<file path="config.mk">
export PLATFORM = sky130hd
export DESIGN_NAME = universal_shift_register_param
export DESIGN_NICKNAME = d
export VERILOG_FILES = /design/src/rtl/universal_shift_register_param.sv
export SDC_FILE = /design/constraint.sdc
export NUM_CORES = 1
export LEC_CHECK = 0
export BUFFER_PORTS_ARGS = -buffer_cell sky130_fd_sc_hd__buf_2
export CELL_PAD_IN_SITES_DETAIL_PLACEMENT = 0
export CELL_PAD_IN_SITES_GLOBAL_PLACEMENT = 2
export CORE_MARGIN = 10
export CORE_UTILIZATION = 33
export DETAILED_ROUTE_END_ITERATION = 12
export PLACE_DENSITY_LB_ADDON = 0.1
export SYNTH_ARGS = -nofsm -noshare
export SYNTH_HDL_FRONTEND = slang
export SYNTH_SLANG_ARGS = --single-unit
</file>
<file path="constraint.sdc">
create_clock -name clock -period 1.8 [get_ports clock]
set_input_delay 0.09 -clock clock [delete_from_list [all_inputs] [get_ports clock]]
set_output_delay 0.09 -clock clock [all_outputs]
set_load 0.05 [all_outputs]
</file>
<file path="src/rtl/universal_shift_register_param.sv">
// universal_shift_register_param
//   WIDTH-bit universal shift register: hold, logical/arithmetic shift, rotate
//   and parallel load per cycle, plus a multi-step burst shift with a
//   busy/done handshake.
//   Optional feature macro: USR_PARITY_EN adds q_parity, a registered even
//   parity of q (always equal to ^q).
// Ports:
//   clock        rising-edge clock
//   reset        asynchronous active-low reset
//   en           per-cycle enable (ignored during a burst)
//   mode[2:0]    operation select
//   data_in      parallel load value
//   serial_in_l  fill bit for left shifts (into q[0])
//   serial_in_r  fill bit for logical right shifts (into q[WIDTH-1])
//   start        burst request, sampled only in IDLE
//   shift_cnt    burst step count, captured at start
//   q            register contents
//   serial_out_l q[WIDTH-1]
//   serial_out_r q[0]
//   busy         high while a burst is in progress
//   done         one-cycle pulse when a burst (or degenerate burst) completes
module universal_shift_register_param #(
  parameter int WIDTH = 8,
  parameter int CNT_W = $clog2(WIDTH) + 1
) (
  input  logic             clock,
  input  logic             reset,
  input  logic             en,
  input  logic [2:0]       mode,
  input  logic [WIDTH-1:0] data_in,
  input  logic             serial_in_l,
  input  logic             serial_in_r,
  input  logic             start,
  input  logic [CNT_W-1:0] shift_cnt,
  output logic [WIDTH-1:0] q,
  output logic             serial_out_l,
  output logic             serial_out_r,
  output logic             busy,
`ifdef USR_PARITY_EN
  output logic             q_parity,
`endif
  output logic             done
);

  typedef enum logic {IDLE, BURST} state_t;

  state_t           state, state_n;
  logic [WIDTH-1:0] q_n;
  logic [CNT_W-1:0] cnt, cnt_n;
  logic [2:0]       cap_mode, cap_mode_n;
  logic             done_n;
  logic             burst_ok;

  // One step of the given mode applied to v.
  function automatic logic [WIDTH-1:0] step(
    input logic [2:0]       m,
    input logic [WIDTH-1:0] v,
    input logic [WIDTH-1:0] ld,
    input logic             sl,
    input logic             sr
  );
    logic [WIDTH-1:0] r;
    case (m)
      3'b001:  r = {v[WIDTH-2:0], sl};
      3'b010:  r = {sr, v[WIDTH-1:1]};
      3'b011:  r = {v[WIDTH-1], v[WIDTH-1:1]};
      3'b100:  r = {v[WIDTH-2:0], v[WIDTH-1]};
      3'b101:  r = {v[0], v[WIDTH-1:1]};
      3'b110:  r = ld;
      default: r = v;
    endcase
    return r;
  endfunction

  // Only shift/rotate modes with a non-zero count start a real burst;
  // anything else collapses to an immediate done pulse.
  assign burst_ok = (mode >= 3'b001) && (mode <= 3'b101) && (shift_cnt != '0);

  always_comb begin
    state_n    = state;
    q_n        = q;
    cnt_n      = cnt;
    cap_mode_n = cap_mode;
    done_n     = 1'b0;
    case (state)
      IDLE: begin
        if (start) begin
          if (burst_ok) begin
            state_n    = BURST;
            cnt_n      = shift_cnt;
            cap_mode_n = mode;
          end else begin
            done_n = 1'b1;
          end
        end else if (en) begin
          q_n = step(mode, q, data_in, serial_in_l, serial_in_r);
        end
      end
      BURST: begin
        q_n   = step(cap_mode, q, data_in, serial_in_l, serial_in_r);
        cnt_n = cnt - 1'b1;
        // Final step: leave BURST so busy drops as done rises with the result.
        if (cnt == CNT_W'(1)) begin
          state_n = IDLE;
          done_n  = 1'b1;
        end
      end
      default: state_n = IDLE;
    endcase
  end

  always_ff @(posedge clock or negedge reset) begin
    if (!reset) begin
      state    <= IDLE;
      q        <= '0;
      cnt      <= '0;
      cap_mode <= '0;
      done     <= 1'b0;
    end else begin
      state    <= state_n;
      q        <= q_n;
      cnt      <= cnt_n;
      cap_mode <= cap_mode_n;
      done     <= done_n;
    end
  end

`ifdef USR_PARITY_EN
  always_ff @(posedge clock or negedge reset) begin
    if (!reset) q_parity <= 1'b0;
    else        q_parity <= ^q_n;
  end
`endif

  assign busy         = (state == BURST);
  assign serial_out_l = q[WIDTH-1];
  assign serial_out_r = q[0];

endmodule
</file>
# [Word-level counts from Yosys, hierarchy flattened]
# Index checks and enable logic that the tools add are counted.
[word_totals] wordCells=56 output_inout_bits=12 register_bits=17 input_bits=21
[op_classes] magnitude_cmp=2 n_eq_ne=23 addsub=1 n_mux=16 bitwise_logic=1 n_reduce_logical=7
[op_table] op="one-hot mux 8 bit (6 select lines)" n=2
[op_table] op="== test 3 bit (second input constant)" n=6
[op_table] op="two-way mux 8 bit" n=2
[op_table] op="one-hot mux 8 bit (2 select lines)" n=1
[op_table] op="inequality test 7 x 1 -> 1 bit (second input constant)" n=2
[op_table] op="== test 3 x 2 -> 1 bit (second input constant)" n=4
[op_table] op="inequality test 2 bit (second input constant)" n=6
[op_table] op="inequality test 6 x 1 -> 1 bit (second input constant)" n=2
[op_table] op="two-way mux 4 bit" n=2
[op_table] op="one-hot mux 4 bit (2 select lines)" n=1
[op_table] op="== test 3 x 1 -> 1 bit (second input constant)" n=2
[op_table] op="two-way mux 1 bit" n=6
[op_table] op="AND reduction 6 bit" n=1
[op_table] op="== test 4 x 1 -> 1 bit (second input constant)" n=1
[op_table] op="one-hot mux 1 bit (2 select lines)" n=2
[op_table] op="AND reduction 4 bit" n=1
[op_table] op="nonzero test 4 bit" n=1
[op_table] op="subtractor 4 x 1 -> 4 bit (second input constant)" n=1
[op_table] op="greater-or-equal comparator 3 x 1 -> 1 bit (second input constant)" n=1
[op_table] op="<= comparator 3 bit (second input constant)" n=1
[op_table] op="AND reduction 3 bit" n=1
[op_table] op="logical AND 1 bit" n=2
[op_table] op="AND reduction 2 bit" n=1
[op_table] op="NOT 1 bit" n=1

# [Longest topological paths before layout]
# Gate-level depths: netlist of the first run.
[depth] depth_word=6 mapped_depth=6

# [Worst setup path before layout of the first run]
# Ideal clock, no wire load.
[synth_timing] kind="register -> register" start="register state, in the netlist busy" end="register cnt[3]" setup_time_ps=131 setup_slack_ps=-33 required_ps=1669 arrival_time_ps=1703 stages_incl_launch_ff=6 cell_sequence="dfrtp_1 buf_2 inv_2 or4_1 nand3b_1 o211ai_1"
[synth_via] elab_chain_cells=3
[synth_rtl] element="start, declared" line="47" rtl="state_t state, state_n;"
[synth_rtl] element="start signal, assigned" line="120" rtl="state <= state_n;"
[synth_rtl] element="NOT 1 bit (no line)"
[synth_rtl] element="inequality test 2 bit (no line)"
[synth_rtl] element="AND reduction 2 bit (no line)"
[synth_rtl] element="end signal, assigned" line="122" rtl="cnt <= cnt_n;"
[synth_rtl] element="end, declared" line="49" rtl="logic [CNT_W-1:0] cnt, cnt_n;"
# Several ways; a longest one is shown, not always the timed one.
# A chain may end at the register's enable or synchronous reset.

# [Worst setup path after layout of the first run]
[layout_timing] start="register cap_mode[2]" end="register q[0]"
[layout_via] elab_chain_cells=3
[layout_rtl] element="start, declared" line="50" rtl="logic [2:0] cap_mode, cap_mode_n;"
[layout_rtl] element="start signal, assigned" line="123" rtl="cap_mode <= cap_mode_n;"
[layout_rtl] element="== test 3 bit, or another cell as far along" line="63" rtl="case (m)"
[layout_rtl] element="one-hot mux 8 bit (6 select lines) / inequality test 7 x 1 -> 1 bit (equally long branches)"
[layout_rtl] element="one-hot mux 8 bit (2 select lines) / AND reduction 4 bit (equally long branches)"
[layout_rtl] element="end signal, assigned" line="121" rtl="q <= q_n;"
[layout_rtl] element="end, declared" line="35" rtl="output logic [WIDTH-1:0] q,"
# Several ways; a longest one is shown, not always the timed one.

==> results of run 1 <==
worst max-delay path, stage by stage (launching register included):
cell and delay, ns:
dfrtp_1 0.47, inv_1 0.32, o211ai_2 0.14, and2_1 0.24, o31a_1 0.32
cell type report:
class	instances	area, um^2	area share
inverter	6	22.5	0.0115
sequential	17	427	0.218
clock buffer	3	41.3	0.0211
tap	67	83.8	0.0429
clock inverter	1	7.51	0.00384
timing repair buffer	48	283	0.145
multi-input combinational	147	1090	0.558
path summary, 6_finish.rpt:
path                              start      to  cells past startpoint
hold / removal             shift_cnt[3]  cnt[3]                      3
max in group asynchronous         reset    busy                      2
setup / recovery            cap_mode[2]    q[0]                      4
hold reg to reg                  cnt[3]  cnt[3]                      1
min in group asynchronous         reset  cnt[3]                      2
setup reg to reg            cap_mode[2]    q[0]                      4
state kept, by name, indices dropped and copies added, names as in the netlist:
register,flops
busy,1
cap_mode,3
cnt,4
done,1
q,8
stage by stage:
stage / power, uW / utilization
after global placement: 3110 / 0.396
after global routing: 3760 / 0.408
final: 3450 / 0.408
after CTS: 3480 / 0.408
after floorplan: 2540 / -
after detailed placement: 3150 / 0.396
timing repair:
item,4_1_cts,5_1_grt
hold buffers,1,0
hold endpoints to repair,17,0
gates resized for setup,0,0
endpoints found under the setup margin,0,0
synth_stat cells (3+ instances only):
library cell   n
o31ai_1        7
a21oi_1        9
nand2b_1       9
a31o_2         4
nor2_1         4
dfrtp_1       17
and3b_1        3
clkbuf_1       9
buf_2          9
nand2_1       12
buf_4          3
nor2b_1        3
nor3_1         3
mux2i_1        7
nand4b_1      10
o21ai_0        3
nand3_1       12
a221oi_1       7
and4b_1        4
nand3b_1       7
inv_1          5
or2_2          6
layer usage:
metal  track usage  part of all wire  vias to the layer above
li1              -                 -                      786
met1         0.177              0.50                      795
met2         0.188              0.44                       44
met3        0.0224             0.039                        7
met4        0.0477             0.016                        0
met5             0                 0                        -
cell families after synthesis:
kind of cell               after synthesis  synth area share
xor gates and xnor gates                 1           0.00531
and+or+nand+nor                         82             0.328
adders and majority gates                2            0.0152
buffers and inverters                   28            0.0819
muxes                                   12            0.0879
DFF                                     17             0.258
AOI/OAI and AO/OA                       50             0.224
power by group:
| part | leakage (uW) | switching [uW] | total, uW | internal [uW] |
|---|---|---|---|---|
| Clock | 0.0000217 | 157 | 314 | 156 |
| Combinational | 0.000645 | 1320 | 2240 | 923 |
| Sequential | 0.000205 | 319 | 894 | 575 |
==> out/results.txt, run 1 <==
Crit Path Max Fanout - 11
Number of synthesized register bits - 17
Slew Viols, Final - 0
Drt pass-1 iters - 4
Synth top area cells - dfrtp_1 26%, nand4b_1 5.3%, mux2i_1 4.2%
RSZ-0062 raised after global routing - false
Synth Flop Type - dfrtp_1
Starting density of the core - 0.345
Post-synth top area cell - dfrtp_1
Most common cell after layout, fill and taps aside - buf_2
CP startpoint kind - register
DIE WIDTH - 90.7 um
Routed vias/inst - 5.65
Layout cell share with drive strength beyond 1 - 0.329
Core Area - 4790 um^2
Max-slew headroom - 0.719
Site Rows - 25
Post-synth EDFFs - 0
Post-route ant nets - 0
Min cycle time layout - 1.60 ns
Max Fclk - 627 MHz
Final hold viol count - 0
Synthesis warning total - 0
Worst vdd ir - 0.000671 V
Commonest cells after routing, fill and taps aside - 32 x buf_2, 16 x dfrtp_1, 15 x buf_4, 12 x nand2_1, 12 x nand3_1
Ys async rst share - 1.00
GRT Total Usage - 0.127
Register area share after synthesis - 0.258
Worst Max-Slew Pin Slew - 0.422 ns
Worst Slack Setup Final - 0.204 ns
Die area - 8230 um^2
Tcrit/Tclk final - 0.887
Post-CTS setup buffer count - 0
Largest net degree at the start of global routing - 22
Setup tns final - 0 ns
Hold Slack - 0.0890 ns
Worst skew pair latency - 0.26 ns
PD cells - 1770 nW/um^2
CP Class - reg -> reg
Cells after DPL - 284
CTS root buffer - clkbuf_8
Routed len/inst - 18.0 um
CTS Buf Count - 3
Clock Pin Slew Worst Setup and Hold Paths - 0.08 ns
Global-route wire length before repair - 8.67 mm
Overflow after GRT - 0
GPL Wtd Cong - 0.837
N_diodes - 0
CP arrival - 1.75 ns
Netlist cell types - 51
Syn avg cell area - 8.60 um^2
Clk buf depth - 2
Net Count, Synth - 215
Critical Path RT - 1.96 ns
Max H-tree Level - 1
Leak pwr - 0.000872 uW
Final WL - 5.20 mm
DIE HEIGHT - 90.7 um
Final instance area - 1950 um^2
PortBufs - 32
Synth top area share - 0.258
Synth Cell Area - 1650 um^2
Max Cap Viol - 0
Final setup viols - 0
Tightest Hold Check Type - in -> reg
Fillers - 511
Vias - 1632
IO Pins - 33
Status - completed
Clock Sinks - 17
Post-place setup slack - 0.208 ns
Number of DRC markers in iteration 0 - 87
Final HPWL DP - 3.96 mm
Remaining DRCs - 0
Worst Setup End Kind - register
Setup Skew - 0.00810 ns
CTS tree - yes
Post-DP Area - 1900 um^2
Initial antenna violation count - 0
Non-Filler Instances - 289
Vias in the first global route - 1662
Fin nets - 246
Worst R2R Setup Slack - 0.20 ns
Layout area overhead - 18.4%
Cell count after synthesis - 192
No activity file was read; power rests on OpenSTA's default activity.
==> inputs of run 2 (changes only) <==
--- a/config.mk
+++ b/config.mk
@@ -5,11 +5,11 @@
 export SDC_FILE = /design/constraint.sdc
 export NUM_CORES = 1
 export LEC_CHECK = 0
-export BUFFER_PORTS_ARGS = -buffer_cell sky130_fd_sc_hd__buf_2
+export BUFFER_PORTS_ARGS = -buffer_cell sky130_fd_sc_hd__clkbuf_2
 export CELL_PAD_IN_SITES_DETAIL_PLACEMENT = 0
 export CELL_PAD_IN_SITES_GLOBAL_PLACEMENT = 2
 export CORE_MARGIN = 10
-export CORE_UTILIZATION = 33
+export CORE_UTILIZATION = 29
 export DETAILED_ROUTE_END_ITERATION = 12
 export PLACE_DENSITY_LB_ADDON = 0.1
 export SYNTH_ARGS = -nofsm -noshare
==> constraint.sdc (replaced) <==
create_clock -name clock -period 1.46 [get_ports clock]
set_input_delay 0.073 -clock clock [delete_from_list [all_inputs] [get_ports clock]]
set_output_delay 0.073 -clock clock [all_outputs]
set_load 0.05 [all_outputs]
==> out/results.txt, run 2 (same netlist as run 1, synthesis figures left out) <==
Initial antenna violation count - 0
RSZ-0062 raised after global routing - true
Final setup viols - 0
Cells after DPL - 301
Critical Path RT - 1.61 ns
Largest regs - q: 8 flops, cnt: 4 flops, cap_mode: 3 flops
Worst Max-Slew Pin Slew - 0.478 ns
Die area - 9110 um^2
Final hold viol count - 0
CP Class - reg -> reg
Layout area overhead - 37.8%
Setup Skew - 0.00334 ns
Slew Viols, Final - 0
DIE WIDTH - 95.4 um
Largest net degree at the start of global routing - 31
Non-Filler Instances - 313
Vias in the first global route - 1761
Routed vias/inst - 5.48
GRT Total Usage - 0.118
Max H-tree Level - 1
DIE HEIGHT - 95.4 um
Worst Slack Setup Final - 0.00958 ns
N_diodes - 0
Crit path largest cell delay - 0.52 ns
GPL Wtd Cong - 0.834
Worst R2R Setup Slack - 0.01 ns
Critical-path cell list - mux4_2 -> nor2_2 -> a211oi_1 -> o31a_1
Final Power - 5090 uW
Tcrit/Tclk final - 0.993
CTS Buf Count - 3
Commonest cells after routing, fill and taps aside - 32 x clkbuf_2, 26 x buf_4, 12 x nand2_1, 12 x nand3_1, 11 x dfrtp_1
Top reg by flops - q
Routed len/inst - 17.4 um
Vias - 1716
CP arrival - 1.60 ns
Tightest Hold Check Type - in -> reg
Remaining DRCs - 0
Number of DRC markers in iteration 0 - 49
Worst Setup SP - cap_mode[0]
Worst Setup End Kind - register
Most common cell after layout, fill and taps aside - clkbuf_2
PortBufs - 32
Global-route wire length before repair - 8.75 mm
Leak pwr - 0.00102 uW
Hold_sp - shift_cnt[3]
IO Pins - 33
CTS tree - yes
Clock Pin Slew Worst Setup and Hold Paths - 0.08 ns
Core Area - 5510 um^2
Clk buf depth - 2
Post-place setup slack - -0.119 ns
CTS root buffer - clkbuf_8
Crit Reg-Reg Startpoint - cap_mode[0]
Setup tns final - 0 ns
Post-layout util - 0.413
Post-route ant nets - 0
Final WL - 5.46 mm
Clock Sinks - 17
Max Fclk - 689 MHz
Min cycle time layout - 1.45 ns
Starting density of the core - 0.300
Site Rows - 27
Drt pass-1 iters - 4
PD cells - 2240 nW/um^2
Max FFs per register - 8
Worst vdd ir - 0.000763 V
Crit Path Max Fanout - 7
Fin nets - 265
CP startpoint kind - register
Max-slew headroom - 0.682
Crit-path slowest cell - mux4_2
Final HPWL DP - 4.17 mm
Max Cap Viol - 0
Status - completed
Layout cell share with drive strength beyond 1 - 0.477
Overflow after GRT - 0
Worst skew pair latency - 0.25 ns
-- run 2: stage by stage --
step                      hold WS, ns  area [um^2]
after floorplan                -0.223         1710
after global placement         0.0413         2060
after detailed placement       0.0583         2060
after CTS                      0.0788         2150
after global routing           0.0967         2270
final                          0.0827         2270
-- run 2: area by class of cell --
class                   instances  area, um^2
clock buffers                   3        41.3
clock inverters                 1        5.00
fillers                       544        3230
inverters                       6        30.0
multi-input cells             147        1180
flip-flops and latches         17         433
well taps                      72        90.1
repair buffers                 67         490
-- run 2: metal layers --
layer,global-route usage,vias to the layer above,wire length (um)
met5,0,-,0
met4,0.0221,0,22
met3,0.0251,4,255
met2,0.207,39,2750
met1,0.147,842,2430
li1,-,831,-
-- run 2: path summary, 6_finish.rpt --
check	to	depth (start not counted)
setup / recovery	q[0]	4
hold / removal	cnt[3]	3
setup reg to reg	q[0]	4
hold reg to reg	cnt[3]	1
max in group asynchronous	cap_mode[2]	2
min in group asynchronous	cnt[0]	2
-- run 2: critical path: cells and delay by family, from the launching register on --
| family | cells | cell delay [ns] |
|---|---|---|
| mux | 1 | 0.52 |
| compound gates | 2 | 0.29 |
| flops | 1 | 0.44 |
| simple gates | 1 | 0.09 |
-- run 2: repair_timing --
| action | CTS | global route |
|---|---|---|
| setup buffers | 2 | 5 |
| gates resized for setup | 3 | 21 |
| gates cloned | 0 | 0 |
| hold buffers | 1 | 0 |
| hold endpoints to repair | 17 | 0 |
| pin swaps | 0 | 5 |
| endpoints found under the setup margin | 8 | 8 |
-- run 2: where the power goes --
group,leakage [uW],internal (uW),switching [uW]
clock network,0.0000255,190,183
registers,0.000200,724,389
logic,0.000794,1680,1920
